<file path="config.mk">
export PLATFORM = sky130hd
export DESIGN_NAME = vram_rect_fill
export DESIGN_NICKNAME = d
export VERILOG_FILES = /design/src/rtl/vram_rect_fill.sv
export SDC_FILE = /design/constraint.sdc
export NUM_CORES = 1
export LEC_CHECK = 0
export ABC_AREA = 1
export BUFFER_PORTS_ARGS = -buffer_cell sky130_fd_sc_hd__buf_2
export CAP_MARGIN = 40
export CORE_UTILIZATION = 55
export CTS_CLUSTER_SIZE = 25
export DETAILED_ROUTE_END_ITERATION = 16
export GPL_ROUTABILITY_DRIVEN = 0
export PLACE_DENSITY_LB_ADDON = 0.08
export SYNTH_ARGS = -nofsm -noshare
export SYNTH_HDL_FRONTEND = slang
export SYNTH_SLANG_ARGS = --single-unit
</file>
<file path="constraint.sdc">
create_clock -name clk -period 5.9 [get_ports clk]
set_clock_uncertainty 0.15 [all_clocks]
set_input_delay 1.475 -clock clk [delete_from_list [all_inputs] [get_ports clk]]
set_output_delay 1.475 -clock clk [all_outputs]
set_load 0.05 [all_outputs]
</file>
<file path="src/rtl/vram_rect_fill.sv">
// Rectangle fill engine: streams one VRAM write per cycle, row-major.
// Optional VRAM_FILL_CLIP_EN drops writes that fall outside the framebuffer.
module vram_rect_fill #(
  parameter int FB_W = 200,
  parameter int FB_H = 150
) (
  input  logic        clk,
  input  logic        rst_n,
  input  logic        cmd_valid_i,
  output logic        cmd_ready_o,
  input  logic [7:0]  cmd_x_i,
  input  logic [7:0]  cmd_y_i,
  input  logic [7:0]  cmd_w_i,
  input  logic [7:0]  cmd_h_i,
  input  logic [7:0]  cmd_color_i,
  input  logic        abort_i,
  output logic        busy_o,
  output logic        done_o,
  output logic        v_we_o,
  output logic [14:0] v_addr_o,
  output logic [7:0]  v_data_o
);

  typedef enum logic {IDLE, FILL} state_t;

  state_t      state;
  logic [7:0]  x_r, w_r, h_r, color_r;
  logic [7:0]  col, row;
  logic [8:0]  px, py;
  logic [23:0] base;

  logic        accept, end_col, end_row, last, inb;
  logic [7:0]  n_col, n_row;
  logic [8:0]  n_px, n_py;
  logic [23:0] n_base, lin;

  // n_* describe the pixel presented on the next cycle
  always_comb begin
    accept  = (state == IDLE) && cmd_valid_i && !abort_i;
    end_col = ({1'b0, col} + 9'd1) == {1'b0, w_r};
    end_row = ({1'b0, row} + 9'd1) == {1'b0, h_r};
    last    = end_col && end_row;
    n_col   = col + 8'd1;
    n_row   = row;
    n_px    = px + 9'd1;
    n_py    = py;
    n_base  = base;
    if (state == IDLE) begin
      n_col  = '0;
      n_row  = '0;
      n_px   = {1'b0, cmd_x_i};
      n_py   = {1'b0, cmd_y_i};
      n_base = 24'(cmd_y_i) * 24'(FB_W);
    end else if (end_col) begin
      n_col  = '0;
      n_row  = row + 8'd1;
      n_px   = {1'b0, x_r};
      n_py   = py + 9'd1;
      n_base = base + 24'(FB_W);
    end
    lin = n_base + 24'(n_px);
`ifdef VRAM_FILL_CLIP_EN
    inb = (32'(n_px) < 32'(FB_W)) && (32'(n_py) < 32'(FB_H));
`else
    inb = 1'b1;
`endif
  end

  always_ff @(posedge clk or negedge rst_n) begin
    if (!rst_n) begin
      state       <= IDLE;
      cmd_ready_o <= 1'b1;
      busy_o      <= 1'b0;
      done_o      <= 1'b0;
      v_we_o      <= 1'b0;
      v_addr_o    <= '0;
      v_data_o    <= '0;
      x_r         <= '0;
      w_r         <= '0;
      h_r         <= '0;
      color_r     <= '0;
      col         <= '0;
      row         <= '0;
      px          <= '0;
      py          <= '0;
      base        <= '0;
    end else begin
      done_o   <= 1'b0;
      v_we_o   <= 1'b0;
      v_addr_o <= '0;
      v_data_o <= '0;
      unique case (state)
        IDLE: begin
          if (accept) begin
            x_r     <= cmd_x_i;
            w_r     <= cmd_w_i;
            h_r     <= cmd_h_i;
            color_r <= cmd_color_i;
            col     <= n_col;
            row     <= n_row;
            px      <= n_px;
            py      <= n_py;
            base    <= n_base;
            if (cmd_w_i == 8'd0 || cmd_h_i == 8'd0) begin
              done_o <= 1'b1;
            end else begin
              state       <= FILL;
              cmd_ready_o <= 1'b0;
              busy_o      <= 1'b1;
              v_we_o      <= inb;
              v_addr_o    <= inb ? lin[14:0] : 15'd0;
              v_data_o    <= inb ? cmd_color_i : 8'd0;
            end
          end
        end
        FILL: begin
          if (abort_i || last) begin
            state       <= IDLE;
            cmd_ready_o <= 1'b1;
            busy_o      <= 1'b0;
            done_o      <= !abort_i;
          end else begin
            col      <= n_col;
            row      <= n_row;
            px       <= n_px;
            py       <= n_py;
            base     <= n_base;
            v_we_o   <= inb;
            v_addr_o <= inb ? lin[14:0] : 15'd0;
            v_data_o <= inb ? color_r : 8'd0;
          end
        end
        default: state <= IDLE;
      endcase
    end
  end

endmodule

</file>
==> impl_metrics.ini, run 1 <==
[run_status]
status = complete, no violations

[setup_path]
cp_max_fo = 4
slowest_delay_ps = 470
end_kind = flip-flop
critPathTopFamily = adder cells
path_buf_inv = 3
cp.required_ps = 5990
crit_path_start_kind = input pin
path_cells = buf_2 -> ha_1 -> ha_1 -> fa_1 -> ha_1 -> nand2_1 -> inv_1 -> o21ai_0 -> nand2_1 -> nand2_1 -> inv_1 -> or2_2 -> a21oi_1 -> xor2_1 -> nand2_1 -> nand2_1 -> nor2_1 -> nand2_1 -> nor2_1 -> nand2_2 -> a21oi_1 -> nor2_1
cp_common_cell = nand2_1
r2r_end = v_addr_o[11]$_DFF_PN0_
path_class = in2reg
r2r_slack_ps = 1750
cp.arrival_ps = 4720
r2r-start = col[0]$_DFFE_PN0P_
reg2regPathDepth = 21
cp_slowest_cell = fa_1

[power_and_ir_drop]
powerDensity_nw_per_um2 = 322.6
max-vdd-ir-drop_uv = 264.0
p_leak_uw = 0.003725

[min_path]
hold_path_depth = 2
hp-start = x_r[7]$_DFFE_PN0P_
worstHoldPathType = reg2reg
whs_endpoint = x_r[7]$_DFFE_PN0P_

[logic_synthesis]
synth.avg_cell_area_um2 = 7.629
ys.flop_type = dfrtp_1
syn_nets = 927
synthesis.area_um2 = 6409
synth_top_cell_by_area = dfrtp_1
ys_seq_area_share_pct = 38.68
synthDistinctLibCells = 46
syn_inst = 840
netlist_top_cells_area = dfrtp_1 (38%), nand2_1 (13%), ha_1 (7.6%)
synthArstFlopShare_pct = 100.0
synth_edf_count = 0
post-synth-top-area-fraction_pct = 38.27
ys_ff_latch = 99
yosys_warnings = 0

[clock_network]
cts_max_level = 3
clockRootBuffer = clkbuf_16
tritoncts = done
clock_latency_ps = 350
cts_resized = 0
clkSinkCount = 99
clk_path_buf_depth = 2
clkTransAtPathRegs_ps = 70
postCtsSetupBuffers = 0
holdBufCountCts = 0
cts-buffers-inserted = 9

[flow_run]
drv_cap = 0

[timing]
finalSetupViolCount = 0
maxSlewViolCount = 0
min_period_over_period_pct = 78.43
tns_ps = 0
finalHoldViolations = 0
slew_headroom_pct = 48.28
timing.fmax_ghz = 0.2161
whs_ps = 337.7
period_needed_ps = 4628
rsz0062_at_grt = no
worst_slew_pin_slew_ps = 773.7

[grt]
use_met2_pct = 44.38
use_met3_pct = 5.453
antenna_found_initial = 0
use_met1_pct = 35.39
grt_usage_pct = 26.80
grt_pass1_wl_um = 24700
grt_max_degree = 59
grt_pass1_vias = 5417
top_usage_layer = met2
gr-total-overflow = 0

[floorplanning]
die_y_um = 109.9
core_area_um2 = 11370
die_w_um = 109.9
dieArea_um2 = 12090
io_pins = 71
placementRows = 39
initial_core_util_pct = 56.37

[route]
via_per_inst = 5.442
ant_nets = 0
drtIter0Drc = 394
wirelength_um = 15060
drc = 0
vias = 5747
drt-pass1-iter-count = 7
routedWlPerCell_um = 14.26

[layout]
num_antenna_cells = 0
drive_gt1_share_pct = 15.88
final_nets = 995
layout-area-overhead-vs-synth_pct = 12.18

[placed_design]
hpwl_um = 11250
io_buffers = 70
-- flip-flops by register name (all words and copies together) (netlist names) --
register,count
base,15
busy_o,1
cmd_ready_o,1
col,8
color_r,8
done_o,1
h_r,8
px,9
row,8
state,1
v_addr_o,15
v_data_o,8
w_r,8
x_r,8
-- cell usage after synthesis (3+ instances only) --
| master | n |
|---|---|
| inv_2 | 5 |
| xor2_1 | 16 |
| inv_1 | 105 |
| xnor2_1 | 6 |
| nor2_4 | 5 |
| ha_1 | 39 |
| nor3_1 | 7 |
| buf_2 | 5 |
| nand2_2 | 20 |
| nand2_1 | 230 |
| o21ai_1 | 15 |
| nor4_1 | 6 |
| fa_1 | 4 |
| dfrtp_1 | 98 |
| nand3_1 | 45 |
| o21a_1 | 3 |
| clkbuf_1 | 10 |
| a22o_1 | 3 |
| o22ai_1 | 11 |
| a21oi_1 | 35 |
| nand3_2 | 10 |
| nand4_1 | 18 |
| or2_2 | 7 |
| nor2_1 | 46 |
| o21ai_0 | 63 |
-- power by group --
| part | total [uW] | switching [uW] | leakage, uW | internal [uW] |
|---|---|---|---|---|
| logic | 841 | 575 | 0.00230 | 266 |
| registers | 878 | 81.2 | 0.00128 | 796 |
| clock network | 601 | 258 | 0.000140 | 343 |
-- worst max-delay path by stage --
stage	startpoint	to	slack (ps)	cells after the start
6_report	cmd_y_i[2]	v_addr_o[14]$_DFF_PN0_	1270	22
5_1_grt	cmd_y_i[2]	v_addr_o[14]$_DFF_PN0_	1030	22
4_1_cts	cmd_y_i[2]	v_addr_o[14]$_DFF_PN0_	1290	22
3_5_place_dp	cmd_y_i[2]	v_addr_o[14]$_DFF_PN0_	950	22
3_3_place_gp	cmd_y_i[2]	v_addr_o[14]$_DFF_PN0_	1050	22
2_1_floorplan	cmd_y_i[2]	v_addr_o[14]$_DFF_PN0_	1320	21
-- through the flow --
stage	setup slack [ps]	cells	area [um^2]	utilization, %	total power (uW)
2_1_floorplan	1322	840	6409	-	1509
3_3_place_gp	1052	1040	6893	60.63	1695
3_5_place_dp	950.2	1040	6893	60.63	1718
4_1_cts	1294	1056	7189	63.23	2324
5_1_grt	1033	1056	7189	63.23	2470
6_report	1272	1056	7189	63.23	2319
-- worst reg2reg max path, stage by stage (launching register included) --
cell and delay (ps):
dfrtp_1 460, ha_1 280, nand2_2 120, clkinv_2 90, nand3_1 110, nand3_1 110
nand2_2 110, nand2_4 70, nor2_8 140, nand3_4 190, inv_2 240, nand2_1 100
xor2_1 140, o21ai_0 390, ha_1 330, a21oi_1 120, o21ai_0 230, inv_1 130
a211oi_1 310, nand3_1 120, nand2_1 80, nor2_1 40
-- cells in the final DEF, fill, tap and decap left out, drive strengths merged, types with 4 or more instances in the layout --
cell type	n
nand2	252
inv	111
dfrtp	98
o21ai	78
buf	74
nand3	56
nor2	55
ha	39
a21oi	35
nand4	18
xor2	16
clkbuf	13
o22ai	11
or2	8
nor3	8
xnor2	6
nor4	6
fa	4
-- layout make-up --
cell class / instances / area [um^2]
well taps: 143 / 178.9
multi-input cells: 611 / 3427
fillers: 1011 / 4180
clock buffers: 13 / 250.2
flip-flops and latches: 99 / 2479
inverters: 113 / 425.4
repair buffers: 74 / 382.9
clock inverters: 3 / 46.29
-- per-layer routing --
metal,part of all wire [%],up-vias
li1,-,2880
met1,45,2676
met2,47,172
met3,6.5,19
met4,1.4,0
met5,0,-
-- kinds of logic (layout without fill, tap and decap cells) --
family                     count (synthesis)  count (layout)  synth area share [%]
buffers and inverters                    130             203                 7.848
AOI/OAI and AO/OA                        140             140                 11.93
xor gates and xnor gates                  22              22                 3.007
adders and majority gates                 43              43                 8.864
DFF                                       99              99                 38.68
and+or+nand+nor                          406             406                 29.68
Note: power is estimated with default switching activity, not from simulation.
==> inputs of run 2 (changes only) <==
--- a/config.mk
+++ b/config.mk
@@ -8,7 +8,7 @@
 export ABC_AREA = 1
 export BUFFER_PORTS_ARGS = -buffer_cell sky130_fd_sc_hd__buf_2
 export CAP_MARGIN = 40
-export CORE_UTILIZATION = 55
+export CORE_UTILIZATION = 54
 export CTS_CLUSTER_SIZE = 25
 export DETAILED_ROUTE_END_ITERATION = 16
 export GPL_ROUTABILITY_DRIVEN = 0
==> constraint.sdc (replaced) <==
create_clock -name clk -period 3.8 [get_ports clk]
set_clock_uncertainty 0.15 [all_clocks]
set_input_delay 0.95 -clock clk [delete_from_list [all_inputs] [get_ports clk]]
set_output_delay 0.95 -clock clk [all_outputs]
set_load 0.05 [all_outputs]
==> run 2 against run 1 <==
  * The flow now finishes with violations (DRC, setup timing)
  * Clock power increased by 63%
  * First-iteration DRC count is 30% higher
  * Hold slack about the same
  * Sequential share of layout area decreased by 2.6 points
  * Global-route usage up 1.2 points
  * Critical path depth unchanged
  * Worst setup slack got worse by 1300 ps
  * Cell count increased by 4.6%
  * Wire length up 9.0%
  * Largest power group is now combinational cells
  * Highest routed layer unchanged
==> impl_metrics.ini, run 2 (synthesis results as in run 1) <==
[run_status]
status = finished, violations left
violations = DRC, setup timing

[placed_design]
place_area_um2 = 7341
place_ws_ps = -411.7
io_buffers = 70
hpwl_um = 12130

[timing]
whs_ps = 337.3
period_needed_ps = 3855
rsz0062_at_grt = yes
finalHoldViolations = 0
finalSetupViolCount = 1
min_period_over_period_pct = 101.4
fin_ws_ps = -54.53
timing.fmax_ghz = 0.2594
slew_headroom_pct = 54.24
worst_slew_pin_slew_ps = 680.1
maxSlewViolCount = 0

[min_path]
worstHoldPathType = reg2reg

[setup_path]
crit_path_start_kind = input pin
startpoint = cmd_y_i[2]
r2r_end = v_addr_o[14]$_DFF_PN0_
cp.required_ps = 3900
cp_slowest_cell = fa_1
end_kind = flip-flop
cp_common_cell = nand2_1
cp_max_fo = 4
path_buf_inv = 3
reg2regPathDepth = 28
path_cells = buf_8 -> ha_4 -> ha_4 -> fa_1 -> ha_4 -> nand2_2 -> inv_2 -> o21ai_2 -> nand2_1 -> nand2_1 -> inv_2 -> or2_4 -> a21oi_2 -> xor2_1 -> nand2_1 -> nand2_2 -> nor2_1 -> nand2_1 -> nor2_2 -> nand2_2 -> a21oi_2 -> nor2_1
r2r_slack_ps = 270
path_class = in2reg
critPathTopFamily = adder cells
path_depth = 22
r2r-start = col[0]$_DFFE_PN0P_
slowest_delay_ps = 590
worstSetupEndpoint = v_addr_o[14]$_DFF_PN0_
cp.arrival_ps = 3960

[clock_network]
cts-buffers-inserted = 9
clk_path_buf_depth = 2
clkTransAtPathRegs_ps = 70
clock_latency_ps = 360
clockRootBuffer = clkbuf_16
tritoncts = done
clkSinkCount = 99
cts_max_level = 3

[floorplanning]
die_y_um = 110.9
core_area_um2 = 11520
die_w_um = 110.9
dieArea_um2 = 12310
placementRows = 39
io_pins = 71
initial_core_util_pct = 55.65

[grt]
grt_max_degree = 53
grt_pass1_vias = 5932
grt_usage_pct = 28.04
grt_pass1_wl_um = 27500
gr-total-overflow = 0
antenna_found_initial = 0

[power_and_ir_drop]
p_leak_uw = 0.003990
powerDensity_nw_per_um2 = 504.9
max-vdd-ir-drop_uv = 413.6
total_power_uw = 3932

[layout]
final_common_cell = nand2_1
fillers = 979
design_area_um2 = 7787
largestRegisters = base x15, v_addr_o x15, px x9
final_nets = 1044
drive_gt1_share_pct = 23.80
layout-area-overhead-vs-synth_pct = 21.52
final_cell_mix = nand2_1 (225), inv_1 (102), dfrtp_1 (98)
num_antenna_cells = 0

[route]
via_per_inst = 5.414
routedWlPerCell_um = 14.86
drtIter0Drc = 514
drc = 4
vias = 5983
wirelength_um = 16420
ant_nets = 0
drt-pass1-iter-count = 11

[flow_run]
drv_cap = 0
## run 2: changes by cell type in the layout (fill, tap and decap cells not counted), sizes merged
cell      previous run  this run
clkinvlp             1         2
clkinv               3         4
buf                 74       123
clkbuf              13        11
## run 2: stage by stage
| stage | std cells | setup TNS, ps | util, % |
|---|---|---|---|
| 2_1_floorplan | 840 | -27.97 | - |
| 3_3_place_gp | 1086 | -1069 | 63.74 |
| 3_5_place_dp | 1086 | -2015 | 63.74 |
| 4_1_cts | 1102 | 0 | 66.66 |
| 5_1_grt | 1105 | -500.2 | 67.62 |
| 6_report | 1105 | -54.53 | 67.62 |
## run 2: tightest hold or removal path: stages (launching register included)
cell,delay (ps)
dfrtp_1,340
nand2_1,60
nand2_1,60
## run 2: what timing repair did
item                       4_1_cts  5_1_grt
setup endpoints to repair        1        7
setup buffers                    0        3
pin swaps                        3       26
hold buffers                     0        0
gates resized for setup          2       30
## run 2: how the worst min path moves through the flow
| stage | startpoint | endpoint | slack, ps | cells past startpoint |
|---|---|---|---|---|
| after floorplan | x_r[2]$_DFFE_PN0P_ | x_r[2]$_DFFE_PN0P_ | 300 | 2 |
| after global placement | x_r[2]$_DFFE_PN0P_ | x_r[2]$_DFFE_PN0P_ | 320 | 2 |
| after detailed placement | x_r[2]$_DFFE_PN0P_ | x_r[2]$_DFFE_PN0P_ | 320 | 2 |
| after CTS | x_r[2]$_DFFE_PN0P_ | x_r[2]$_DFFE_PN0P_ | 340 | 2 |
| after global routing | cmd_ready_o$_DFFE_PN1P_ | cmd_ready_o$_DFFE_PN1P_ | 360 | 2 |
| final | x_r[0]$_DFFE_PN0P_ | x_r[0]$_DFFE_PN0P_ | 340 | 2 |
## run 2: where the power goes
part,internal (uW),switching (uW),total [uW]
registers,1240,126,1360
logic,605,987,1590
clock network,554,423,978
## run 2: metal layers
| metal | share of wire (%) | wire length (um) | global-route usage (%) |
|---|---|---|---|
| met1 | 45 | 7368 | 36.07 |
| met2 | 47 | 7757 | 46.29 |
| met3 | 5.7 | 943 | 7.381 |
| met4 | 2.1 | 350 | 8.493 |
| met5 | 0 | 0 | 0 |
## run 2: layout make-up
cell class	instances	area, um^2	area share (%)
clock buffer	11	252.7	3.245
timing repair buffer	123	783.3	10.06
sequential	99	2479	31.83
clock inverter	5	70.07	0.8997
tap	143	178.9	2.298
inverter	113	425.4	5.463
multi-input combinational	611	3598	46.21
